--- src/rtl/cfu_cmd_sequencer_if.sv ---
// CPU-side CFU command/response bus for cfu_cmd_sequencer.
//   master : the CPU (drives commands, accepts responses)
//   slave  : the sequencer (accepts commands, drives responses)
// Signals:
//   cmd_valid / cmd_ready              command handshake
//   cmd_payload_function_id [9:0]      op code lives in [9:3]
//   cmd_payload_inputs_0/1  [31:0]     operands
//   rsp_valid / rsp_ready              response handshake
//   rsp_payload_outputs_0   [31:0]     response data
interface cfu_cmd_sequencer_if;
  logic        cmd_valid;
  logic        cmd_ready;
  logic [9:0]  cmd_payload_function_id;
  logic [31:0] cmd_payload_inputs_0;
  logic [31:0] cmd_payload_inputs_1;
  logic        rsp_valid;
  logic        rsp_ready;
  logic [31:0] rsp_payload_outputs_0;

  modport master (
    output cmd_valid, cmd_payload_function_id, cmd_payload_inputs_0,
           cmd_payload_inputs_1, rsp_ready,
    input  cmd_ready, rsp_valid, rsp_payload_outputs_0
  );

  modport slave (
    input  cmd_valid, cmd_payload_function_id, cmd_payload_inputs_0,
           cmd_payload_inputs_1, rsp_ready,
    output cmd_ready, rsp_valid, rsp_payload_outputs_0
  );
endinterface

--- src/rtl/cfu_cmd_sequencer.sv ---
// CFU command front-end between the CPU CFU bus and a TPU core with its
// global buffers. Decodes function_id[9:3] into register, buffer, C-readout,
// start/poll and cycle-count operations, arbitrates buffer ownership
// (host_sel) and supervises core runs with a cycle counter and timeout.
// Ports:
//   clk, rst_n          clock, synchronous active-low reset
//   bus                 CFU command/response bus (slave side)
//   core_rst_n          core reset, active-low, held RST_CYCLES on soft reset/timeout
//   core_in_valid       one-cycle start pulse to the core
//   core_K/M/N          matrix dimensions
//   core_busy           core running
//   host_sel            1 = host owns buffers, 0 = core owns them
//   buf_wr_en           one-hot input-buffer write strobes
//   buf_index/wdata     host buffer index and write data
//   buf_rdata           input-buffer read data, buffer i at [32i+:32]
//   c_index / c_rdata   C buffer host read index and data
module cfu_cmd_sequencer #(
  parameter int unsigned ADDR_BITS   = 12,
  parameter int unsigned NUM_IN_BUFS = 2,
  parameter int unsigned C_BITS      = 128,
  parameter int unsigned BUF_LAT     = 1,
  parameter int unsigned RST_CYCLES  = 2,
  parameter int unsigned TIMEOUT     = 65535,
  parameter int unsigned BLOCKING    = 1
) (
  input  logic                     clk,
  input  logic                     rst_n,
  cfu_cmd_sequencer_if.slave       bus,
  output logic                     core_rst_n,
  output logic                     core_in_valid,
  output logic [31:0]              core_K,
  output logic [31:0]              core_M,
  output logic [31:0]              core_N,
  input  logic                     core_busy,
  output logic                     host_sel,
  output logic [NUM_IN_BUFS-1:0]   buf_wr_en,
  output logic [ADDR_BITS-1:0]     buf_index,
  output logic [31:0]              buf_wdata,
  input  logic [NUM_IN_BUFS*32-1:0] buf_rdata,
  output logic [ADDR_BITS-1:0]     c_index,
  input  logic [C_BITS-1:0]        c_rdata
);

  localparam int unsigned C_WORDS = C_BITS / 32;
  localparam logic [31:0] ERR     = 32'hFFFF_FFFF;

  typedef enum logic [2:0] {
    S_IDLE, S_EXEC, S_RD_WAIT, S_RST_HOLD, S_RUN, S_RSP
  } state_e;

  typedef enum logic [6:0] {
    OP_SOFT_RST = 7'd1,
    OP_SET_K    = 7'd2,
    OP_GET_K    = 7'd3,
    OP_SET_M    = 7'd4,
    OP_GET_M    = 7'd5,
    OP_SET_N    = 7'd6,
    OP_GET_N    = 7'd7,
    OP_WR_BUF   = 7'd8,
    OP_RD_BUF   = 7'd9,
    OP_START    = 7'd10,
    OP_STATUS   = 7'd11,
    OP_RD_C     = 7'd12,
    OP_CYCLES   = 7'd13
  } op_e;

  state_e      state;
  logic [6:0]  op_q;
  logic [31:0] in0_q;
  logic [31:0] in1_q;
  logic        cmd_ready;
  logic        rsp_valid;
  logic [31:0] rsp_data;
  logic [31:0] hold_rsp;
  logic [31:0] wait_cnt;
  logic [31:0] hold_cnt;
  logic [31:0] cycle_cnt;
  logic        timeout_flag;
  logic        running;

  assign bus.cmd_ready             = cmd_ready;
  assign bus.rsp_valid             = rsp_valid;
  assign bus.rsp_payload_outputs_0 = rsp_data;

  logic [6:0]             op_in;
  logic                   accept;
  logic [7:0]             bid_q;
  logic                   bid_ok;
  logic                   w_ok;
  logic [NUM_IN_BUFS-1:0] wr_onehot;
  logic [31:0]            buf_sel;
  logic [31:0]            c_sel;

  assign op_in  = bus.cmd_payload_function_id[9:3];
  assign accept = bus.cmd_valid && cmd_ready && (state == S_IDLE);
  assign bid_q  = in0_q[31:24];
  assign bid_ok = {24'd0, bid_q} < 32'(NUM_IN_BUFS);
  assign w_ok   = in1_q < 32'(C_WORDS);

  always_comb begin
    wr_onehot = '0;
    buf_sel   = '0;
    c_sel     = '0;
    for (int unsigned i = 0; i < NUM_IN_BUFS; i++) begin
      wr_onehot[i] = (bid_q == 8'(i));
      if (bid_q == 8'(i)) buf_sel = buf_rdata[32*i +: 32];
    end
    for (int unsigned i = 0; i < C_WORDS; i++) begin
      if (in1_q == 32'(i)) c_sel = c_rdata[32*i +: 32];
    end
  end

  // Run supervision. The run is "live" once the start pulse has gone, so the
  // first RUN cycle already sees core_busy; it keeps going in the background
  // when responses are non-blocking.
  logic run_live;
  logic run_tick;
  logic run_done;
  logic run_timeout;

  assign run_live    = running && !core_in_valid;
  assign run_tick    = run_live && core_busy;
  assign run_done    = run_live && !core_busy;
  assign run_timeout = run_tick && (cycle_cnt == 32'(TIMEOUT - 1));

  always_ff @(posedge clk) begin
    if (!rst_n) begin
      state         <= S_IDLE;
      op_q          <= '0;
      in0_q         <= '0;
      in1_q         <= '0;
      cmd_ready     <= 1'b1;
      rsp_valid     <= 1'b0;
      rsp_data      <= '0;
      hold_rsp      <= '0;
      wait_cnt      <= '0;
      hold_cnt      <= '0;
      cycle_cnt     <= '0;
      timeout_flag  <= 1'b0;
      running       <= 1'b0;
      core_rst_n    <= 1'b1;
      core_in_valid <= 1'b0;
      core_K        <= '0;
      core_M        <= '0;
      core_N        <= '0;
      host_sel      <= 1'b1;
      buf_wr_en     <= '0;
      buf_index     <= '0;
      buf_wdata     <= '0;
      c_index       <= '0;
    end else begin
      buf_wr_en     <= '0;
      core_in_valid <= 1'b0;

      // Core reset hold, shared by soft reset and timeout abort.
      if (!core_rst_n) begin
        if (hold_cnt == '0) core_rst_n <= 1'b1;
        else                hold_cnt   <= hold_cnt - 32'd1;
      end

      if (run_tick) cycle_cnt <= cycle_cnt + 32'd1;
      if (run_done || run_timeout) begin
        running  <= 1'b0;
        host_sel <= 1'b1;
      end
      if (run_timeout) begin
        timeout_flag <= 1'b1;
        core_rst_n   <= 1'b0;
        hold_cnt     <= 32'(RST_CYCLES - 1);
      end

      // FSM assignments come last so they take precedence over the monitor.
      case (state)
        S_IDLE: begin
          if (accept) begin
            op_q      <= op_in;
            in0_q     <= bus.cmd_payload_inputs_0;
            in1_q     <= bus.cmd_payload_inputs_1;
            cmd_ready <= 1'b0;
            state     <= S_EXEC;
            // Indices and the start pulse go out at accept so read latency
            // and the pulse-to-RUN spacing line up without extra states.
            if (!running) begin
              if (op_in == OP_WR_BUF || op_in == OP_RD_BUF)
                buf_index <= bus.cmd_payload_inputs_0[ADDR_BITS-1:0];
              if (op_in == OP_RD_C)
                c_index <= bus.cmd_payload_inputs_0[ADDR_BITS-1:0];
              if (op_in == OP_START && !core_busy) begin
                core_in_valid <= 1'b1;
                host_sel      <= 1'b0;
                running       <= 1'b1;
                cycle_cnt     <= '0;
              end
            end
          end
        end

        S_EXEC: begin
          state     <= S_RSP;
          rsp_valid <= 1'b1;
          rsp_data  <= ERR;
          case (op_q)
            OP_SOFT_RST: begin
              core_K       <= '0;
              core_M       <= '0;
              core_N       <= '0;
              cycle_cnt    <= '0;
              timeout_flag <= 1'b0;
              running      <= 1'b0;
              host_sel     <= 1'b1;
              core_rst_n   <= 1'b0;
              hold_cnt     <= 32'(RST_CYCLES - 1);
              hold_rsp     <= '0;
              rsp_valid    <= 1'b0;
              state        <= S_RST_HOLD;
            end
            OP_SET_K: begin core_K <= in0_q; rsp_data <= '0; end
            OP_SET_M: begin core_M <= in0_q; rsp_data <= '0; end
            OP_SET_N: begin core_N <= in0_q; rsp_data <= '0; end
            OP_GET_K: rsp_data <= core_K;
            OP_GET_M: rsp_data <= core_M;
            OP_GET_N: rsp_data <= core_N;
            OP_WR_BUF: begin
              if (!running && bid_ok) begin
                buf_wr_en <= wr_onehot;
                buf_wdata <= in1_q;
                rsp_data  <= '0;
              end
            end
            OP_RD_BUF, OP_RD_C: begin
              if (!running && ((op_q == OP_RD_BUF) ? bid_ok : w_ok)) begin
                rsp_valid <= 1'b0;
                wait_cnt  <= 32'(BUF_LAT - 1);
                state     <= S_RD_WAIT;
              end
            end
            OP_START: begin
              // core_in_valid still high here means the pulse was issued.
              if (core_in_valid) begin
                if (BLOCKING != 0) begin
                  rsp_valid <= 1'b0;
                  state     <= S_RUN;
                end else begin
                  rsp_data <= '0;
                end
              end
            end
            OP_STATUS: rsp_data <= {30'd0, timeout_flag, core_busy | running};
            OP_CYCLES: rsp_data <= cycle_cnt;
            default:   rsp_data <= ERR;
          endcase
        end

        S_RD_WAIT: begin
          if (wait_cnt == '0) begin
            rsp_valid <= 1'b1;
            rsp_data  <= (op_q == OP_RD_C) ? c_sel : buf_sel;
            state     <= S_RSP;
          end else begin
            wait_cnt <= wait_cnt - 32'd1;
          end
        end

        S_RST_HOLD: begin
          if (core_rst_n || hold_cnt == '0) begin
            rsp_valid <= 1'b1;
            rsp_data  <= hold_rsp;
            state     <= S_RSP;
          end
        end

        S_RUN: begin
          if (run_timeout) begin
            hold_rsp <= ERR;
            state    <= S_RST_HOLD;
          end else if (run_done || !running) begin
            rsp_valid <= 1'b1;
            rsp_data  <= cycle_cnt;
            state     <= S_RSP;
          end
        end

        S_RSP: begin
          if (bus.rsp_ready) begin
            rsp_valid <= 1'b0;
            cmd_ready <= 1'b1;
            state     <= S_IDLE;
          end
        end

        default: state <= S_IDLE;
      endcase
    end
  end

endmodule
--- src/flat_wrapper.sv ---
// flat-port wrapper written by rule: the top's interface ports become plain ports
module cfu_cmd_sequencer_flat 
#(
  parameter int unsigned ADDR_BITS   = 12,
  parameter int unsigned NUM_IN_BUFS = 2,
  parameter int unsigned C_BITS      = 128,
  parameter int unsigned BUF_LAT     = 1,
  parameter int unsigned RST_CYCLES  = 2,
  parameter int unsigned TIMEOUT     = 65535,
  parameter int unsigned BLOCKING    = 1
)
  (clk, rst_n, core_rst_n, core_in_valid, core_K, core_M, core_N, core_busy, host_sel, buf_wr_en, buf_index, buf_wdata, buf_rdata, c_index, c_rdata, bus_cmd_valid, bus_cmd_payload_function_id, bus_cmd_payload_inputs_0, bus_cmd_payload_inputs_1, bus_rsp_ready, bus_cmd_ready, bus_rsp_valid, bus_rsp_payload_outputs_0);
  cfu_cmd_sequencer_if bus_i ();
  input  logic clk;
  input  logic rst_n;
  output logic core_rst_n;
  output logic core_in_valid;
  output logic [31:0] core_K;
  output logic [31:0] core_M;
  output logic [31:0] core_N;
  input  logic core_busy;
  output logic host_sel;
  output logic [NUM_IN_BUFS-1:0] buf_wr_en;
  output logic [ADDR_BITS-1:0] buf_index;
  output logic [31:0] buf_wdata;
  input  logic [NUM_IN_BUFS*32-1:0] buf_rdata;
  output logic [ADDR_BITS-1:0] c_index;
  input  logic [C_BITS-1:0] c_rdata;
  input wire logic [$bits(bus_i.cmd_valid)-1:0] bus_cmd_valid;
  input wire logic [$bits(bus_i.cmd_payload_function_id)-1:0] bus_cmd_payload_function_id;
  input wire logic [$bits(bus_i.cmd_payload_inputs_0)-1:0] bus_cmd_payload_inputs_0;
  input wire logic [$bits(bus_i.cmd_payload_inputs_1)-1:0] bus_cmd_payload_inputs_1;
  input wire logic [$bits(bus_i.rsp_ready)-1:0] bus_rsp_ready;
  output wire logic [$bits(bus_i.cmd_ready)-1:0] bus_cmd_ready;
  output wire logic [$bits(bus_i.rsp_valid)-1:0] bus_rsp_valid;
  output wire logic [$bits(bus_i.rsp_payload_outputs_0)-1:0] bus_rsp_payload_outputs_0;
  assign bus_i.cmd_valid = bus_cmd_valid;
  assign bus_i.cmd_payload_function_id = bus_cmd_payload_function_id;
  assign bus_i.cmd_payload_inputs_0 = bus_cmd_payload_inputs_0;
  assign bus_i.cmd_payload_inputs_1 = bus_cmd_payload_inputs_1;
  assign bus_i.rsp_ready = bus_rsp_ready;
  assign bus_cmd_ready = bus_i.cmd_ready;
  assign bus_rsp_valid = bus_i.rsp_valid;
  assign bus_rsp_payload_outputs_0 = bus_i.rsp_payload_outputs_0;
  cfu_cmd_sequencer #(.ADDR_BITS(ADDR_BITS), .NUM_IN_BUFS(NUM_IN_BUFS), .C_BITS(C_BITS), .BUF_LAT(BUF_LAT), .RST_CYCLES(RST_CYCLES), .TIMEOUT(TIMEOUT), .BLOCKING(BLOCKING)) u_core (.clk(clk), .rst_n(rst_n), .bus(bus_i), .core_rst_n(core_rst_n), .core_in_valid(core_in_valid), .core_K(core_K), .core_M(core_M), .core_N(core_N), .core_busy(core_busy), .host_sel(host_sel), .buf_wr_en(buf_wr_en), .buf_index(buf_index), .buf_wdata(buf_wdata), .buf_rdata(buf_rdata), .c_index(c_index), .c_rdata(c_rdata));
endmodule
--- config.mk ---
export PLATFORM = sky130hd
export DESIGN_NAME = cfu_cmd_sequencer_flat
export DESIGN_NICKNAME = d
export VERILOG_FILES = /design/src/rtl/cfu_cmd_sequencer_if.sv /design/src/rtl/cfu_cmd_sequencer.sv /design/src/flat_wrapper.sv
export SDC_FILE = /design/constraint.sdc
export NUM_CORES = 1
export LEC_CHECK = 0
export ABC_CLOCK_PERIOD_IN_PS = 6250
export CAP_MARGIN = 5
export CORE_MARGIN = 3
export CORE_UTILIZATION = 40
export DETAILED_ROUTE_END_ITERATION = 8
export PLACE_DENSITY = 0.64
export SETUP_SLACK_MARGIN = 0.02
export SLEW_MARGIN = 40
export SYNTH_ARGS = -nofsm -noshare
export SYNTH_HDL_FRONTEND = slang
export SYNTH_SLANG_ARGS = --single-unit
--- constraint.sdc ---
create_clock -name clk -period 6.25 [get_ports clk]
set_input_delay 1.875 -clock clk [delete_from_list [all_inputs] [get_ports clk]]
set_output_delay 1.875 -clock clk [all_outputs]
set_load 0.005 [all_outputs]
==> key figures <==
Status
  – Status: complete, no violations

Yosys
  – Synthesized netlist net count: 2,285
  – Number of synthesized flops with an enable pin: 0
  – Share of the yosys chip area belonging to registers: 43.6%
  – List of most frequent post-synthesis cells: sky130_fd_sc_hd__nand2_1, sky130_fd_sc_hd__dfxtp_1, sky130_fd_sc_hd__a21oi_1
  – Count of different cell masters after synthesis: 57
  – Synth Area per Inst: 8.32 um^2
  – Flip-flop and latch count after synthesis: 364
  – Dominant cell by count in the synthesized netlist: sky130_fd_sc_hd__nand2_1
  – Gate count of the mapped netlist: 2,009
  – Top area cells in the synthesized netlist: sky130_fd_sc_hd__dfxtp_1, sky130_fd_sc_hd__nand2_1, sky130_fd_sc_hd__a21oi_1
  – Share of flip-flops with an asynchronous set or reset after synthesis: 0%
  – Summed instance area of the synthesized netlist: 0.0167 mm^2
  – Top cell type by total area after synthesis: sky130_fd_sc_hd__dfxtp_1
  – Number of warning messages in the yosys log: 0
  – Share of the synthesized area in the top cell type: 43.6%
  – Main flop type after synthesis: sky130_fd_sc_hd__dfxtp_1

Final layout
  – P&R area growth vs syn: 38.0%
  – Number of fill cells: 3,777
  – Fraction of final layout cells with drive strength greater than 1: 8.24%
  – Final standard cell area without fillers: 0.0231 mm^2
  – Inserted Diodes: 0
  – Nets@finish: 2,662

Setup path
  – Delay-heaviest family, CP: simple AND/OR/NAND/NOR gates
  – Critical path's most frequent cell: sky130_fd_sc_hd__nand4_1
  – Number of buffer and inverter instances along the worst setup path: 1
  – Worst reg2reg startpoint: u_core.in0_q[27]
  – Register-to-register setup slack: 2.74 ns
  – RR Endpoint: u_core.wait_cnt[22]
  – Worst Path Required: 6.71 ns
  – Data arrival, critical path: 4.70 ns
  – Critical path's largest stage delay: 0.63 ns
  – Worst Path Max Fanout: 10
  – Worst setup EP type: flip-flop
  – Critical path launch point type: input pin
  – Crit-path cells: clkdlybuf4s50_1 -> and3b_1 -> nand4_1 -> nor3_1 -> nand4_1 -> or3_1 -> a21oi_1
  – Crit Path Category: input pin to flip-flop
  – Library cell contributing the largest single delay on the critical path: sky130_fd_sc_hd__clkdlybuf4s50_1
  – Path depth of the worst reg2reg path: 8

Timing
  – Fin Hold WS: 0.448 ns
  – Top achievable clock speed: 236 MHz
  – Worst setup margin: 2.01 ns
  – Fin. Hold Viols: 0
  – Clock period minus final worst setup slack: 4.24 ns
  – Clock tree skew after final layout: 0.0150 ns
  – Final count of pins violating max slew: 0
  – Final worst path period share: 67.9%
  – Transition time at the pin with the least slew margin: 0.910 ns
  – Headroom to the max-slew limit: 39.3%
  – Setup repair after global routing missed its margin: no
  – Number of failing setup endpoints in the final timing report: 0
  – Setup TNS: 0 ns

Clock tree
  – Maximum buffer depth of the clock tree: 3
  – Clock tree root buffer cell: sky130_fd_sc_hd__clkbuf_16
  – Worst skew pair latency: 0.53 ns
  – Setup Buffers After CTS: 0
  – Num Clock Sinks: 364
  – Post-cts gate resize count: 0
  – TritonCTS buffer count: 40
  – H-Tree Depth: 2
  – Hold-fix buffer count after cts: 0
  – Clock edge transition at the registers on the reported setup and hold paths: 0.06 ns
  – CTS tree: built

Global routing
  – Maximum number of pins on one net before global-route repair: 144
  – Via count of the first global-routing pass: 16,000
  – First-pass GRT wire length: 94,900 um
  – Antenna violations before repair: 4
  – Total gr overflow: 0
  – Global Route Usage Sum: 26.9%

Routing
  – Top layer reached by signal wires: met5
  – DRC viols: 0
  – Number of DRC violations after detailed-routing iteration 0: 1,536
  – Met1 WL: 26,400 um
  – Total met2 wirelength after detailed routing: 28,900 um
  – Vias per cell: 5.73
  – DR pass1 iterations: 8
  – Final antenna-violating net count: 0
  – Number of vias after detailed routing: 16,900
  – Total Wirelength: 63,200 um
  – Met3 routed wirelength: 6090 um
  – DR WL/cell: 21.5 um

Placement
  – PortBufs: 458
  – Worst setup slack after placement: 1.49 ns
  – Estimated wirelength of the detail-placed design: 45,300 um
  – Final GP Congestion: 0.891
  – Placed inst area: 0.0217 mm^2

Hold path
  – Capture endpoint of the worst hold path: u_core.bus.rsp_payload_outputs_0[14]
  – Worst hold path depth: 2
  – Worst hold path class: flip-flop to flip-flop
  – HP Start: u_core.bus.rsp_payload_outputs_0[14]

Power
  – Portion of total power attributed to combinational logic: 26.0%
  – VDD IR-drop max: 216 uV
  – Clock power frac: 34.8%
  – Power per Cell Area: 301 mW/mm^2
  – Switching share of power: 31.0%
  – Design internal power: 4790 uW
  – Leakage component of the power: 0.00797 uW
  – Register share of total power: 39.3%
  – Net switching power of the design: 2150 uW

Job
  – Max-cap violations: 0

Floorplanning
  – Boundary pin count: 462
  – Standard-cell row count: 74
  – Width of the chip: 210 um
  – Die outline height: 210 um
  – Core area: 0.0410 mm^2
  – Area of the die: 0.0443 mm^2
  – Initial Utilization: 40.8%
[cells in the final DEF, fill, tap and decap left out, types with 8 or more instances in the layout]
| cell type | count |
|---|---|
| sky130_fd_sc_hd__a21oi_1 | 255 |
| sky130_fd_sc_hd__a221o_1 | 30 |
| sky130_fd_sc_hd__a221oi_1 | 22 |
| sky130_fd_sc_hd__a222oi_1 | 20 |
| sky130_fd_sc_hd__a22oi_1 | 32 |
| sky130_fd_sc_hd__and3_1 | 10 |
| sky130_fd_sc_hd__buf_4 | 28 |
| sky130_fd_sc_hd__clkbuf_16 | 41 |
| sky130_fd_sc_hd__clkdlybuf4s50_1 | 458 |
| sky130_fd_sc_hd__clkinv_2 | 8 |
| sky130_fd_sc_hd__dfxtp_1 | 360 |
| sky130_fd_sc_hd__inv_1 | 10 |
| sky130_fd_sc_hd__mux2_2 | 42 |
| sky130_fd_sc_hd__mux2i_1 | 29 |
| sky130_fd_sc_hd__mux4_2 | 32 |
| sky130_fd_sc_hd__nand2_1 | 394 |
| sky130_fd_sc_hd__nand2b_1 | 8 |
| sky130_fd_sc_hd__nand3_1 | 94 |
| sky130_fd_sc_hd__nand4_1 | 21 |
| sky130_fd_sc_hd__nor2_1 | 174 |
| sky130_fd_sc_hd__nor3_1 | 26 |
| sky130_fd_sc_hd__nor4_1 | 31 |
| sky130_fd_sc_hd__o211ai_1 | 15 |
| sky130_fd_sc_hd__o21ai_0 | 24 |
| sky130_fd_sc_hd__o22ai_1 | 15 |
| sky130_fd_sc_hd__o31ai_1 | 8 |
| sky130_fd_sc_hd__o41ai_1 | 10 |
| sky130_fd_sc_hd__or3_1 | 19 |
| sky130_fd_sc_hd__or4_1 | 26 |
| sky130_fd_sc_hd__xnor2_1 | 28 |
| sky130_fd_sc_hd__xor2_1 | 39 |
[stage by stage]
stage                     util, %  instances  power, uW
after global placement       52.8       2872       4520
after detailed placement     52.9       2873       4550
after global routing         56.2       2946       7250
final                        56.2       2946       6940
after CTS                    56.2       2943       6950
after floorplan                 -       2009       3730
[power groups by stage]
| stage | clock network [uW] | logic [uW] | registers, uW |
|---|---|---|---|
| floorplan | 0 | 1060 | 2670 |
| global placement | 0 | 1760 | 2760 |
| detailed placement | 0 | 1780 | 2770 |
| CTS | 2450 | 1790 | 2720 |
| global route | 2550 | 1960 | 2750 |
| finish | 2410 | 1800 | 2720 |
[worst max path at each step]
stage / startpoint / endpoint / slack, ns / cells past startpoint
after floorplan: core_busy / u_core.cycle_cnt[31] / 2.53 / 7
after detailed placement: core_busy / u_core.cycle_cnt[31] / 1.49 / 7
final: core_busy / u_core.cycle_cnt[31] / 2.01 / 7
after global routing: core_busy / u_core.cycle_cnt[31] / 1.80 / 7
after global placement: core_busy / u_core.hold_cnt[1] / 1.35 / 6
after CTS: core_busy / u_core.cycle_cnt[31] / 2.03 / 7
[sequential cells by signal, summed over array words and instances, names as in the netlist, 2 cells and up]
| name | cells |
|---|---|
| u_core.buf_wdata | 32 |
| u_core.bus.rsp_payload_outputs_0 | 32 |
| u_core.core_K | 32 |
| u_core.core_M | 32 |
| u_core.core_N | 32 |
| u_core.cycle_cnt | 32 |
| u_core.hold_cnt | 32 |
| u_core.in0_q | 32 |
| u_core.in1_q | 32 |
| u_core.wait_cnt | 32 |
| u_core.buf_index | 12 |
| u_core.c_index | 12 |
| u_core.op_q | 7 |
| u_core.state | 3 |
| u_core.buf_wr_en | 2 |
[logic make-up after synthesis]
logic type,synth area share (%)
AOI/OAI and AO/OA,17.2
xor gates and xnor gates,3.51
adders and majority gates,0.374
buffers and inverters,3.84
DFF,43.6
muxes,8.88
and+or+nand+nor,22.6
[area by class of cell]
type                    instances  area (um^2)  area share (%)
multi-input cells            1477         8870            38.4
clock buffers                  55         1150            4.98
clock inverters                15          185           0.803
well taps                     532          666            2.89
repair buffers                492         4860            21.1
flip-flops and latches        364         7300            31.6
inverters                      11         48.8           0.212
[per-layer routing]
metal / track usage [%] / vias to the layer above
met4: 7.09 / 8
met5: 0 / -
met2: 43.4 / 760
met3: 6.97 / 110
met1: 36.2 / 8042
li1: - / 7960
[tightest hold or removal path, delay by kind of cell, from the launching register on]
kind,cells,cell delay (ns)
flip-flops,1,0.30
AO/OA/AOI/OAI,1,0.05
AND/OR/NAND/NOR,1,0.05
No activity file was read; power rests on OpenSTA's default activity.
